**src/rtl/alarm_pkg.sv**
```systemverilog
// Shared types for the vehicle alarm controller: FSM state encoding,
// timing-parameter select codes and small helpers for timer selection.
package alarm_pkg;

    typedef enum logic [2:0] {
        ARMED           = 3'd0,
        TRIGGERED       = 3'd1,
        ALARM           = 3'd2,
        DISARMED        = 3'd3,
        WAIT_DOOR_OPEN  = 3'd4,
        WAIT_DOOR_CLOSE = 3'd5,
        ARM_DELAY       = 3'd6
    } state_t;

    typedef enum logic [1:0] {
        SEL_ARM = 2'b00,
        SEL_DRV = 2'b01,
        SEL_PAS = 2'b10,
        SEL_ALM = 2'b11
    } sel_t;

    localparam int NUM_PARAMS = 4;

    // States whose behaviour depends on the countdown.
    function automatic logic is_timed(state_t s);
        return (s == TRIGGERED) || (s == ALARM) || (s == ARM_DELAY);
    endfunction

    // Parameter that governs the countdown of a timed state. In TRIGGERED
    // it depends on which door caused the trigger.
    function automatic sel_t gov_sel(state_t s, logic trig_drv);
        sel_t r;
        case (s)
            TRIGGERED: r = trig_drv ? SEL_DRV : SEL_PAS;
            ALARM:     r = SEL_ALM;
            default:   r = SEL_ARM;
        endcase
        return r;
    endfunction

endpackage

```
**src/rtl/alarm_ctrl_multi_sec_timer.sv**
```systemverilog
// Seconds tick divider plus loadable down-counter. A load (or hold) writes
// the counter and restarts the divider, so the first decrement after a load
// comes a full second later. expired is combinational on count==0.
module sec_timer #(
    parameter int TIME_W      = 4,
    parameter int CLK_PER_SEC = 100000000
) (
    input  logic              clk_i,
    input  logic              rst_i,
    input  logic              load_i,
    input  logic              hold_i,
    input  logic [TIME_W-1:0] load_val_i,
    output logic              tick_o,
    output logic              expired_o,
    output logic [TIME_W-1:0] count_o
);

    localparam int TW = (CLK_PER_SEC > 1) ? $clog2(CLK_PER_SEC) : 1;

    logic [TW-1:0]     tick_cnt_q;
    logic [TIME_W-1:0] count_q;

    assign tick_o    = (tick_cnt_q == TW'(CLK_PER_SEC - 1));
    assign expired_o = (count_q == '0);
    assign count_o   = count_q;

    // Divider and countdown; hold keeps the counter pinned at load_val.
    always_ff @(posedge clk_i) begin
        if (rst_i) begin
            tick_cnt_q <= '0;
            count_q    <= '0;
        end else if (load_i || hold_i) begin
            tick_cnt_q <= '0;
            count_q    <= load_val_i;
        end else if (tick_o) begin
            tick_cnt_q <= '0;
            if (count_q != '0) begin
                count_q <= count_q - TIME_W'(1);
            end
        end else begin
            tick_cnt_q <= tick_cnt_q + TW'(1);
        end
    end

endmodule

```
**src/rtl/alarm_ctrl_multi.sv**
```systemverilog
// Anti-theft controller: timing register file, arm/trigger/alarm FSM,
// hidden-switch fuel-pump interlock and status LED blink. All outputs are
// registered. The pedal input is named brake since break is reserved.
module alarm_ctrl_multi
    import alarm_pkg::*;
#(
    parameter int NUM_DOORS   = 2,
    parameter int TIME_W      = 4,
    parameter int CLK_PER_SEC = 100000000,
    parameter int T_ARM_DEF   = 6,
    parameter int T_DRV_DEF   = 8,
    parameter int T_PAS_DEF   = 15,
    parameter int T_ALM_DEF   = 10
) (
    input  logic                 clock,
    input  logic                 reset,
    input  logic                 brake,
    input  logic                 hidden_sw,
    input  logic                 ignition,
    input  logic [NUM_DOORS-1:0] doors,
    input  logic                 reprogram,
    input  logic [1:0]           time_param_sel,
    input  logic [TIME_W-1:0]    time_value,
    output logic                 fuel_pump,
    output logic                 siren,
    output logic                 status,
    output logic [2:0]           state_o,
    output logic [TIME_W-1:0]    count_o
);

    logic [TIME_W-1:0] params_q [NUM_PARAMS];

    state_t            state_q, state_d;
    logic              trig_drv_q, trig_drv_d;
    logic              siren_q, status_q, status_d;
    logic              blink_q, blink_d;
    logic              fuel_q;

    logic              tmr_load, tmr_hold, sec_tick, expired;
    logic [TIME_W-1:0] tmr_val, reload_val, tmr_count;
    logic              driver_open, pass_open, any_open;
    sel_t              gsel;

    assign driver_open = doors[0];
    assign pass_open   = |doors[NUM_DOORS-1:1];
    assign any_open    = |doors;

    sec_timer #(
        .TIME_W      (TIME_W),
        .CLK_PER_SEC (CLK_PER_SEC)
    ) u_timer (
        .clk_i      (clock),
        .rst_i      (reset),
        .load_i     (tmr_load),
        .hold_i     (tmr_hold),
        .load_val_i (tmr_val),
        .tick_o     (sec_tick),
        .expired_o  (expired),
        .count_o    (tmr_count)
    );

    // Reload value on reprogram: the (possibly just-written) parameter that
    // governs the current state, or 0 if the state is not timed.
    always_comb begin
        gsel       = gov_sel(state_q, trig_drv_q);
        reload_val = '0;
        if (is_timed(state_q)) begin
            reload_val = (time_param_sel == gsel) ? time_value : params_q[gsel];
        end
    end

    // Next state and timer control; reprogram overrides every transition.
    always_comb begin
        state_d    = state_q;
        trig_drv_d = trig_drv_q;
        tmr_load   = 1'b0;
        tmr_hold   = 1'b0;
        tmr_val    = '0;
        if (reprogram) begin
            state_d  = ARMED;
            tmr_load = 1'b1;
            tmr_val  = reload_val;
        end else begin
            case (state_q)
                ARMED: begin
                    if (ignition) begin
                        state_d = DISARMED;
                    end else if (driver_open) begin
                        state_d    = TRIGGERED;
                        trig_drv_d = 1'b1;
                        tmr_load   = 1'b1;
                        tmr_val    = params_q[SEL_DRV];
                    end else if (pass_open) begin
                        state_d    = TRIGGERED;
                        trig_drv_d = 1'b0;
                        tmr_load   = 1'b1;
                        tmr_val    = params_q[SEL_PAS];
                    end
                end
                TRIGGERED: begin
                    if (ignition) begin
                        state_d = DISARMED;
                    end else if (expired) begin
                        state_d  = ALARM;
                        tmr_load = 1'b1;
                        tmr_val  = params_q[SEL_ALM];
                    end
                end
                ALARM: begin
                    if (ignition) begin
                        state_d = DISARMED;
                    end else if (any_open) begin
                        tmr_hold = 1'b1;
                        tmr_val  = params_q[SEL_ALM];
                    end else if (expired) begin
                        state_d = ARMED;
                    end
                end
                DISARMED: begin
                    if (!ignition) begin
                        state_d = WAIT_DOOR_OPEN;
                    end
                end
                WAIT_DOOR_OPEN: begin
                    if (ignition) begin
                        state_d = DISARMED;
                    end else if (driver_open) begin
                        state_d = WAIT_DOOR_CLOSE;
                    end
                end
                WAIT_DOOR_CLOSE: begin
                    if (ignition) begin
                        state_d = DISARMED;
                    end else if (!any_open) begin
                        state_d  = ARM_DELAY;
                        tmr_load = 1'b1;
                        tmr_val  = params_q[SEL_ARM];
                    end
                end
                ARM_DELAY: begin
                    if (ignition) begin
                        state_d = DISARMED;
                    end else if (any_open) begin
                        state_d = WAIT_DOOR_CLOSE;
                    end else if (expired) begin
                        state_d = ARMED;
                    end
                end
                default: begin
                    state_d = ARMED;
                end
            endcase
        end
    end

    // Blink phase restarts at 1 outside ARMED; toggles on each tick while armed.
    always_comb begin
        blink_d = blink_q;
        if (state_d != ARMED) begin
            blink_d = 1'b1;
        end else if ((state_q == ARMED) && sec_tick) begin
            blink_d = ~blink_q;
        end
        case (state_d)
            ARMED:           status_d = blink_d;
            TRIGGERED, ALARM: status_d = 1'b1;
            default:         status_d = 1'b0;
        endcase
    end

    // Timing register file, written by reprogram pulses.
    always_ff @(posedge clock) begin
        if (reset) begin
            params_q[SEL_ARM] <= TIME_W'(T_ARM_DEF);
            params_q[SEL_DRV] <= TIME_W'(T_DRV_DEF);
            params_q[SEL_PAS] <= TIME_W'(T_PAS_DEF);
            params_q[SEL_ALM] <= TIME_W'(T_ALM_DEF);
        end else if (reprogram) begin
            params_q[time_param_sel] <= time_value;
        end
    end

    // FSM state and registered outputs.
    always_ff @(posedge clock) begin
        if (reset) begin
            state_q    <= ARMED;
            trig_drv_q <= 1'b0;
            siren_q    <= 1'b0;
            status_q   <= 1'b1;
            blink_q    <= 1'b1;
            fuel_q     <= 1'b0;
        end else begin
            state_q    <= state_d;
            trig_drv_q <= trig_drv_d;
            siren_q    <= (state_d == ALARM);
            status_q   <= status_d;
            blink_q    <= blink_d;
            fuel_q     <= ignition ? (fuel_q | (brake & hidden_sw)) : 1'b0;
        end
    end

    assign fuel_pump = fuel_q;
    assign siren     = siren_q;
    assign status    = status_q;
    assign state_o   = state_q;
    assign count_o   = tmr_count;

endmodule

```
**config.mk**
```make
export PLATFORM = sky130hd
export DESIGN_NAME = alarm_ctrl_multi
export DESIGN_NICKNAME = d
export VERILOG_FILES = /design/src/rtl/alarm_pkg.sv /design/src/rtl/alarm_ctrl_multi_sec_timer.sv /design/src/rtl/alarm_ctrl_multi.sv
export SDC_FILE = /design/constraint.sdc
export NUM_CORES = 1
export LEC_CHECK = 0
export CAP_MARGIN = 20
export CORE_ASPECT_RATIO = 1.1
export CORE_MARGIN = 2
export CORE_UTILIZATION = 45
export DETAILED_ROUTE_END_ITERATION = 16
export PLACE_DENSITY = 0.72
export SYNTH_ARGS = -nofsm -noshare
export SYNTH_HDL_FRONTEND = slang
export SYNTH_SLANG_ARGS = --single-unit
```
**constraint.sdc**
```tcl
create_clock -name clock -period 5.1 [get_ports clock]
set_input_delay 1.275 -clock clock [delete_from_list [all_inputs] [get_ports clock]]
set_output_delay 1.275 -clock clock [all_outputs]
set_load 0.05 [all_outputs]
```
==> results by group, run 1 <==
Place
  • HPWL after DPL: between 5 and 6 mm
  • Gp weighted congestion: 0.909
  • Post-Place Setup Slack: just under 1 ns
  • Port Buffers: 23

Floorplanning
  • Die Span Y: around 92 um
  • Die footprint: 7690 um^2
  • Die Width: 83.8 um
  • # rows: 32
  • Initial Util: approximately 46%
  • Io pins: 24
  • Placeable Area: 6890 um^2

Clock tree
  • Sink Count: 55
  • Setup Buffers After CTS: 0
  • Clock root cell: clkbuf_8
  • Num CTS Buffers: 5
  • Clk buf depth: 2
  • TritonCTS clock tree: yes
  • H-tree levels: 2
  • Clock latency on the worst-skew pair: 0.31 ns
  • Clock Pin Slew Worst Setup and Hold Paths: about 0.09 ns
  • CTS Hold Bufs: 0
  • Post_cts resized: 0

STA
  • Slew Limit Fails: 0
  • Setup repair after global routing missed its margin: no
  • Minimum hold slack: between 0.4 and 0.5 ns
  • Final period util: between 70 and 80%
  • Worst setup margin: ~1.3 ns
  • Min Tclk post-route: 3.83 ns
  • Max Clock Skew: approximately 0.0067 ns
  • Fmax: between 0.2 and 0.3 GHz
  • Slew HR: a little over two fifths
  • Worst Tran Pin Value: roughly 0.87 ns
  • Finish-stage setup viols: 0
  • Fin Setup TNS: 0 ns
  • Final hold viol count: 0

GRT
  • First-pass GRT wire length: around 12 mm
  • Via count of the first global-routing pass: between 2,000 and 2,500
  • Largest net degree at the start of global routing: 29
  • Total track usage: a little under a fifth
  • GRT overflow: 0
  • Initial antenna violation count: 0

Setup path
  • Setup CP Type: in2reg
  • Type of origin of the critical path: input port
  • CP arrival: between 4 and 5 ns
  • Worst EP required: 5.30 ns
  • Worst-path fanout max: 28
  • Worst Setup End Kind: flop

Synthesis
  • Top cells by area, synth: dfxtp_1, edfxtp_1, nor2_4
  • Synth Instances: 330
  • Mapped Area: 3150 um^2
  • Mean Syn Cell Area: 9.55 um^2
  • Sequential-to-total area share from yosys stat: around two fifths
  • Ys flop type: dfxtp_1
  • Ys async rst share: 0%
  • Most common cell in the netlist: dfxtp_1
  • Share of the synthesized area in the top cell type: around a quarter
  • Yosys cell types: between 60 and 70
  • Dominant cell type by area after synthesis: dfxtp_1
  • Mapped Nets: approximately 350
  • YS warnings: 0
  • Post-synth EDFFs: 16
  • #FFs+latches synth: 55
  • Post-synth top cells: dfxtp_1, nor2_1, nor2_4, nand2_1, xor2_1

Cells and area
  • Multi-input logic area: about 1700 um^2
  • Utilization after layout: roughly half
  • Share of cells above drive strength 1: between 10% and 20%
  • Final nets: 363
  • Register Area: 1260 um^2
  • Area Overhead vs Synth: 10.9%
  • Antenna cells: 0
  • Total of fill cells in the finished design: 650

Pwr
  • VDD IR max: 0.152 mV
  • PD cells: approximately 260 nW/um^2
  • Static Leak: 0.00114 uW
  • Power Total: 914 uW

Job
  • Max-cap check violation count: 0

Routing
  • Total length of routed wires: about 6.8 mm
  • DR DRC count: 0
  • Routed WL per cell: 15.7 um
  • Vias: 2,498
  • Drt pass-1 iters: 4
  • Initial drt markers: approximately 140
  • Post-route antenna net violation count: 0
  • Via density per instance: just under 6

Run status
  • Status: finished clean

Min path
  • Worst hold path type: reg2reg
==> path summary, 6_finish.rpt <==
| path | startpoint | to | slack [ns] | cells past startpoint |
|---|---|---|---|---|
| worst max-delay path | doors[0] | u_timer.count_o[3]$_SDFFE_PP0P_ | 1.27 | 7 |
| worst min-delay path | u_timer.tick_cnt_q[22]$_SDFF_PP0_ | u_timer.tick_cnt_q[22]$_SDFF_PP0_ | 0.49 | 2 |
| worst max register to register | state_o[2]$_SDFF_PP0_ | u_timer.count_o[3]$_SDFFE_PP0P_ | 1.79 | 6 |
| worst min register to register | u_timer.tick_cnt_q[22]$_SDFF_PP0_ | u_timer.tick_cnt_q[22]$_SDFF_PP0_ | 0.49 | 2 |
==> per-layer routing <==
metal	wire length, um	global-route usage [%]
met1	2950	24.3
met2	3310	30.4
met3	355	3.42
met4	166	6.45
met5	0	0
==> worst max-delay path: stages <==
cell	delay, ns
clkdlybuf4s50_1	0.56
or2_4	0.34
nor4_1	0.58
or3_1	0.23
or4_4	0.56
o32ai_2	0.17
a211o_1	0.29
==> per-stage QoR <==
stage / cell area, um^2 / instances
after floorplan: 3150 / 330
after global placement: 3390 / 425
after detailed placement: 3390 / 425
after CTS: 3500 / 433
after global routing: 3500 / 433
final: 3500 / 433
==> area by class of cell <==
class,count,share of cell area (%)
clock inverters,1,0.859
multi-input cells,247,49.6
inverters,15,1.61
well taps,85,3.04
flip-flops and latches,55,36.1
clock buffers,7,2.18
repair buffers,23,6.59
==> power by group <==
part | internal [uW] | leakage [uW] | switching (uW) | total, uW
Combinational | 59.2 | 0.000616 | 85.5 | 145
Sequential | 466 | 0.000473 | 18.3 | 484
Clock | 147 | 0.0000524 | 138 | 285
Total | 672 | 0.00114 | 242 | 914
==> registers in the layout, indices dropped and copies added, names as in the netlist <==
register,cells
params_q,16
siren,1
state_o,3
status,1
u_timer.tick_cnt_q,27
trig_drv_q,1
blink_q,1
u_timer.count_o,4
fuel_pump,1
==> placed cells by master, fill, tap and decap left out, types with 4 or more instances in the layout <==
cell,count
a21oi_1,9
a222oi_1,4
and2_1,7
and3_1,11
clkbuf_8,5
clkdlybuf4s50_1,23
dfxtp_1,39
edfxtp_1,16
inv_1,14
mux2_2,5
nand2_1,17
nand2b_1,12
nand3_1,14
nand4_1,7
nor2_1,21
nor2_4,18
nor2b_1,5
nor3_1,8
nor3b_1,7
nor4_1,4
o21ai_0,13
or2_2,5
xnor2_1,9
xor2_1,17
==> cells by family (layout without fill, tap and decap cells) <==
logic type / after synthesis / count (layout) / share of synthesized area [%]
simple gates: 155 / 155 / 31.4
compound gates: 57 / 57 / 13.2
flops: 55 / 55 / 40.0
buf+inv: 28 / 46 / 4.92
xor+xnor: 26 / 26 / 7.23
mux: 7 / 7 / 2.42
fa+ha+maj: 2 / 2 / 0.794
(Power assumes the default switching activity.)
==> run 2, diff against run 1 <==
PLACE_DENSITY = 0.75   (was 0.72)
clock period = 3.26 ns   (was 5.1 ns; I/O delays follow)
==> run 2 against run 1 <==
Against the previous run: via count shrank 0.44%; clock power grew 39%; highest routed layer unchanged; wire length shrank 1.6%; total power grew 51%; setup slack lost 0.78 ns; hold slack gained 0.0035 ns.
==> results by group, run 2 (synthesis results as in run 1) <==
Setup path
  • CP Capture Point: u_timer.tick_cnt_q[22]$_SDFF_PP0_ (was u_timer.count_o[3]$_SDFFE_PP0P_)
  • Slowest-stage cell, CP: or4_4 (was nor4_1)
  • Worst-path fanout max: 21 (was 28)
  • Worst R2R End: u_timer.count_o[2]$_SDFFE_PP0P_ (was u_timer.count_o[3]$_SDFFE_PP0P_)
  • Worst R2R Start: u_timer.count_o[0]$_SDFFE_PP0P_ (was state_o[2]$_SDFF_PP0_)
  • Worst path cell trace: clkdlybuf4s50_1 -> or2_4 -> and3_4 -> or3_1 -> or4_4 -> buf_12 -> a21oi_1 (was clkdlybuf4s50_1 -> or2_4 -> nor4_1 -> or3_1 -> or4_4 -> o32ai_2 -> a211o_1)
  • Worst path depth: 7 (unchanged)
  • Critical Path Max Stage Delay: 0.54 ns (was 0.58 ns)
  • CP arrival: 3.01 ns (was 4.03 ns)
  • Reg2reg path depth: 8 (was 6)
  • Type of origin of the critical path: input port (unchanged)
  • Setup CP Type: in2reg (unchanged)
  • Worst Setup End Kind: flop (unchanged)
  • CP Launch Point: doors[0] (unchanged)
  • Setup slack, reg-to-reg: 0.79 ns (was 1.79 ns)
  • Worst EP required: 3.50 ns (was 5.30 ns)
  • Buf/Inv on CP: 2 (was 1)
  • Top delay family on crit path: simple AND/OR/NAND/NOR gates (unchanged)

Cells and area
  • Max FFs per register: 27 (unchanged)
  • Final nets: 372 (was 363)
  • Utilization after layout: 51.8% (was 50.8%)
  • Total of fill cells in the finished design: 644 (was 650)
  • Most frequent cells in the layout: dfxtp_1, clkdlybuf4s50_1, nor2_1, nor2_4 (unchanged)
  • Area Overhead vs Synth: 13.1% (was 10.9%)
  • Share of cells above drive strength 1: 15.4% (was 12.6%)
  • Post-route cell area: 3560 um^2 (was 3500 um^2)
  • Top reg by flops: u_timer.tick_cnt_q (unchanged)
  • Antenna cells: 0 (unchanged)
  • Commonest non-fill, non-tap cell in the layout: dfxtp_1 (unchanged)

GRT
  • GRT overflow: 0 (unchanged)
  • Via count of the first global-routing pass: 2,428 (was 2,467)
  • Largest net degree at the start of global routing: 22 (was 29)
  • Met2 usage: 32.3% (was 30.4%)
  • Met3 usage: 3.15% (was 3.42%)
  • Met1 Use GR: 20.1% (was 24.3%)
  • First-pass GRT wire length: 10.9 mm (was 11.7 mm)
  • Gr busiest metal: met2 (unchanged)
  • Initial antenna violation count: 0 (unchanged)
  • Total track usage: 17.5% (was 18.5%)

Clock tree
  • Clock latency on the worst-skew pair: 0.32 ns (was 0.31 ns)
  • Clock Pin Slew Worst Setup and Hold Paths: 0.09 ns (about the same)
  • Post_cts resized: 0 (unchanged)
  • CTS Hold Bufs: 0 (unchanged)
  • TritonCTS clock tree: yes (unchanged)
  • H-tree levels: 2 (unchanged)
  • Clock root cell: clkbuf_8 (unchanged)
  • Clk buf depth: 2 (unchanged)
  • Num CTS Buffers: 5 (unchanged)
  • Setup Buffers After CTS: 0 (unchanged)
  • Sink Count: 55 (unchanged)

Routing
  • Vias: 2,487 (was 2,498)
  • DR DRC count: 0 (unchanged)
  • Initial drt markers: 147 (was 141)
  • Routed WL per cell: 15.1 um (was 15.7 um)
  • Total length of routed wires: 6.68 mm (was 6.79 mm)
  • Drt pass-1 iters: 6 (was 4)
  • Post-route antenna net violation count: 0 (unchanged)
  • Via density per instance: 5.63 (was 5.77)

STA
  • Min Tclk post-route: approximately 2.8 ns
  • Fmax: roughly 0.36 GHz
  • Slew HR: 46.2% (was 41.7%)
  • Finish-stage setup viols: 0 (unchanged)
  • Slew Limit Fails: 0 (unchanged)
  • Worst setup margin: 0.492 ns (was 1.27 ns)
  • Final period util: a little over four fifths
  • Setup repair after global routing missed its margin: no (unchanged)
  • Final hold viol count: 0 (unchanged)
  • Max Clock Skew: 0.0181 ns (was 0.00666 ns)
  • Fin Setup TNS: 0 ns (unchanged)
  • Worst Tran Pin Value: 0.799 ns (was 0.867 ns)

Place
  • Post-Place Setup Slack: 0.175 ns (was 0.975 ns)
  • HPWL after DPL: 5.01 mm (was 5.02 mm)
  • Port Buffers: 23 (unchanged)
  • Post-placement cell area: 3470 um^2 (was 3390 um^2)
  • Gp weighted congestion: 0.920 (was 0.909)

Floorplanning
  • Io pins: 24 (unchanged)
  • Initial Util: 45.8% (unchanged)
  • Die footprint: 7690 um^2 (unchanged)
  • Die Span Y: 91.8 um (unchanged)
  • Die Width: 83.8 um (unchanged)
  • # rows: 32 (unchanged)
  • Placeable Area: 6890 um^2 (unchanged)

Pwr
  • VDD IR max: 0.299 mV (was 0.152 mV)
  • Power Total: 1380 uW (was 914 uW)
  • Static Leak: 0.00119 uW (was 0.00114 uW)
  • PD cells: 388 nW/um^2 (was 261 nW/um^2)

Min path
  • Worst hold path type: reg2reg (unchanged)

Job
  • Max-cap check violation count: 0 (unchanged)

Run status
  • Status: finished clean (unchanged)
-- run 2: changes by cell type in the layout (fill, tap and decap cells not counted) --
| cell | previous run | this run |
|---|---|---|
| clkbuf_1 | 2 | 0 |
| clkinv_4 | 0 | 1 |
| bufinv_16 | 1 | 0 |
| buf_4 | 0 | 8 |
| inv_4 | 0 | 1 |
| inv_8 | 0 | 1 |
| buf_12 | 0 | 1 |
-- run 2: cell type report --
class	count	area, um^2	area share [%]
clock buffers	5	68.8	1.93
clock inverters	3	26.3	0.737
inverters	15	56.3	1.58
multi-input cells	247	1740	48.7
flip-flops and latches	55	1260	35.4
well taps	85	106	2.98
repair buffers	32	310	8.70
-- run 2: worst min-delay path, delay by kind of cell, from the launching register on --
family / cells / cell delay [ns]
flip-flops: 1 / 0.33
AO/OA/AOI/OAI: 2 / 0.13
-- run 2: worst min path at each step --
stage	start	endpoint	slack (ns)	depth (start not counted)
after CTS	u_timer.tick_cnt_q[24]$_SDFF_PP0_	u_timer.tick_cnt_q[24]$_SDFF_PP0_	0.50	2
after floorplan	u_timer.tick_cnt_q[0]$_SDFF_PP0_	u_timer.tick_cnt_q[0]$_SDFF_PP0_	0.45	1
after detailed placement	u_timer.tick_cnt_q[0]$_SDFF_PP0_	u_timer.tick_cnt_q[0]$_SDFF_PP0_	0.48	1
final	u_timer.tick_cnt_q[24]$_SDFF_PP0_	u_timer.tick_cnt_q[24]$_SDFF_PP0_	0.50	2
after global routing	u_timer.tick_cnt_q[24]$_SDFF_PP0_	u_timer.tick_cnt_q[24]$_SDFF_PP0_	0.52	2
after global placement	u_timer.tick_cnt_q[22]$_SDFF_PP0_	u_timer.tick_cnt_q[22]$_SDFF_PP0_	0.46	2
-- run 2: power by group --
| part | switching [uW] | internal [uW] | leakage (uW) |
|---|---|---|---|
| Clock | 236 | 159 | 0.0000506 |
| Sequential | 26.8 | 729 | 0.000473 |
| Combinational | 134 | 100 | 0.000666 |
-- run 2: routing by layer --
metal | wire, um | vias to the layer above
met5 | 0 | -
met4 | 148 | 0
met3 | 288 | 13
met2 | 3430 | 59
met1 | 2820 | 1170
li1 | - | 1245
-- run 2: metrics by stage --
stage / hold slack, ns / cells
3_5_place_dp: 0.484 / 434
2_1_floorplan: 0.451 / 330
6_report: 0.495 / 442
3_3_place_gp: 0.462 / 434
4_1_cts: 0.498 / 442
5_1_grt: 0.525 / 442
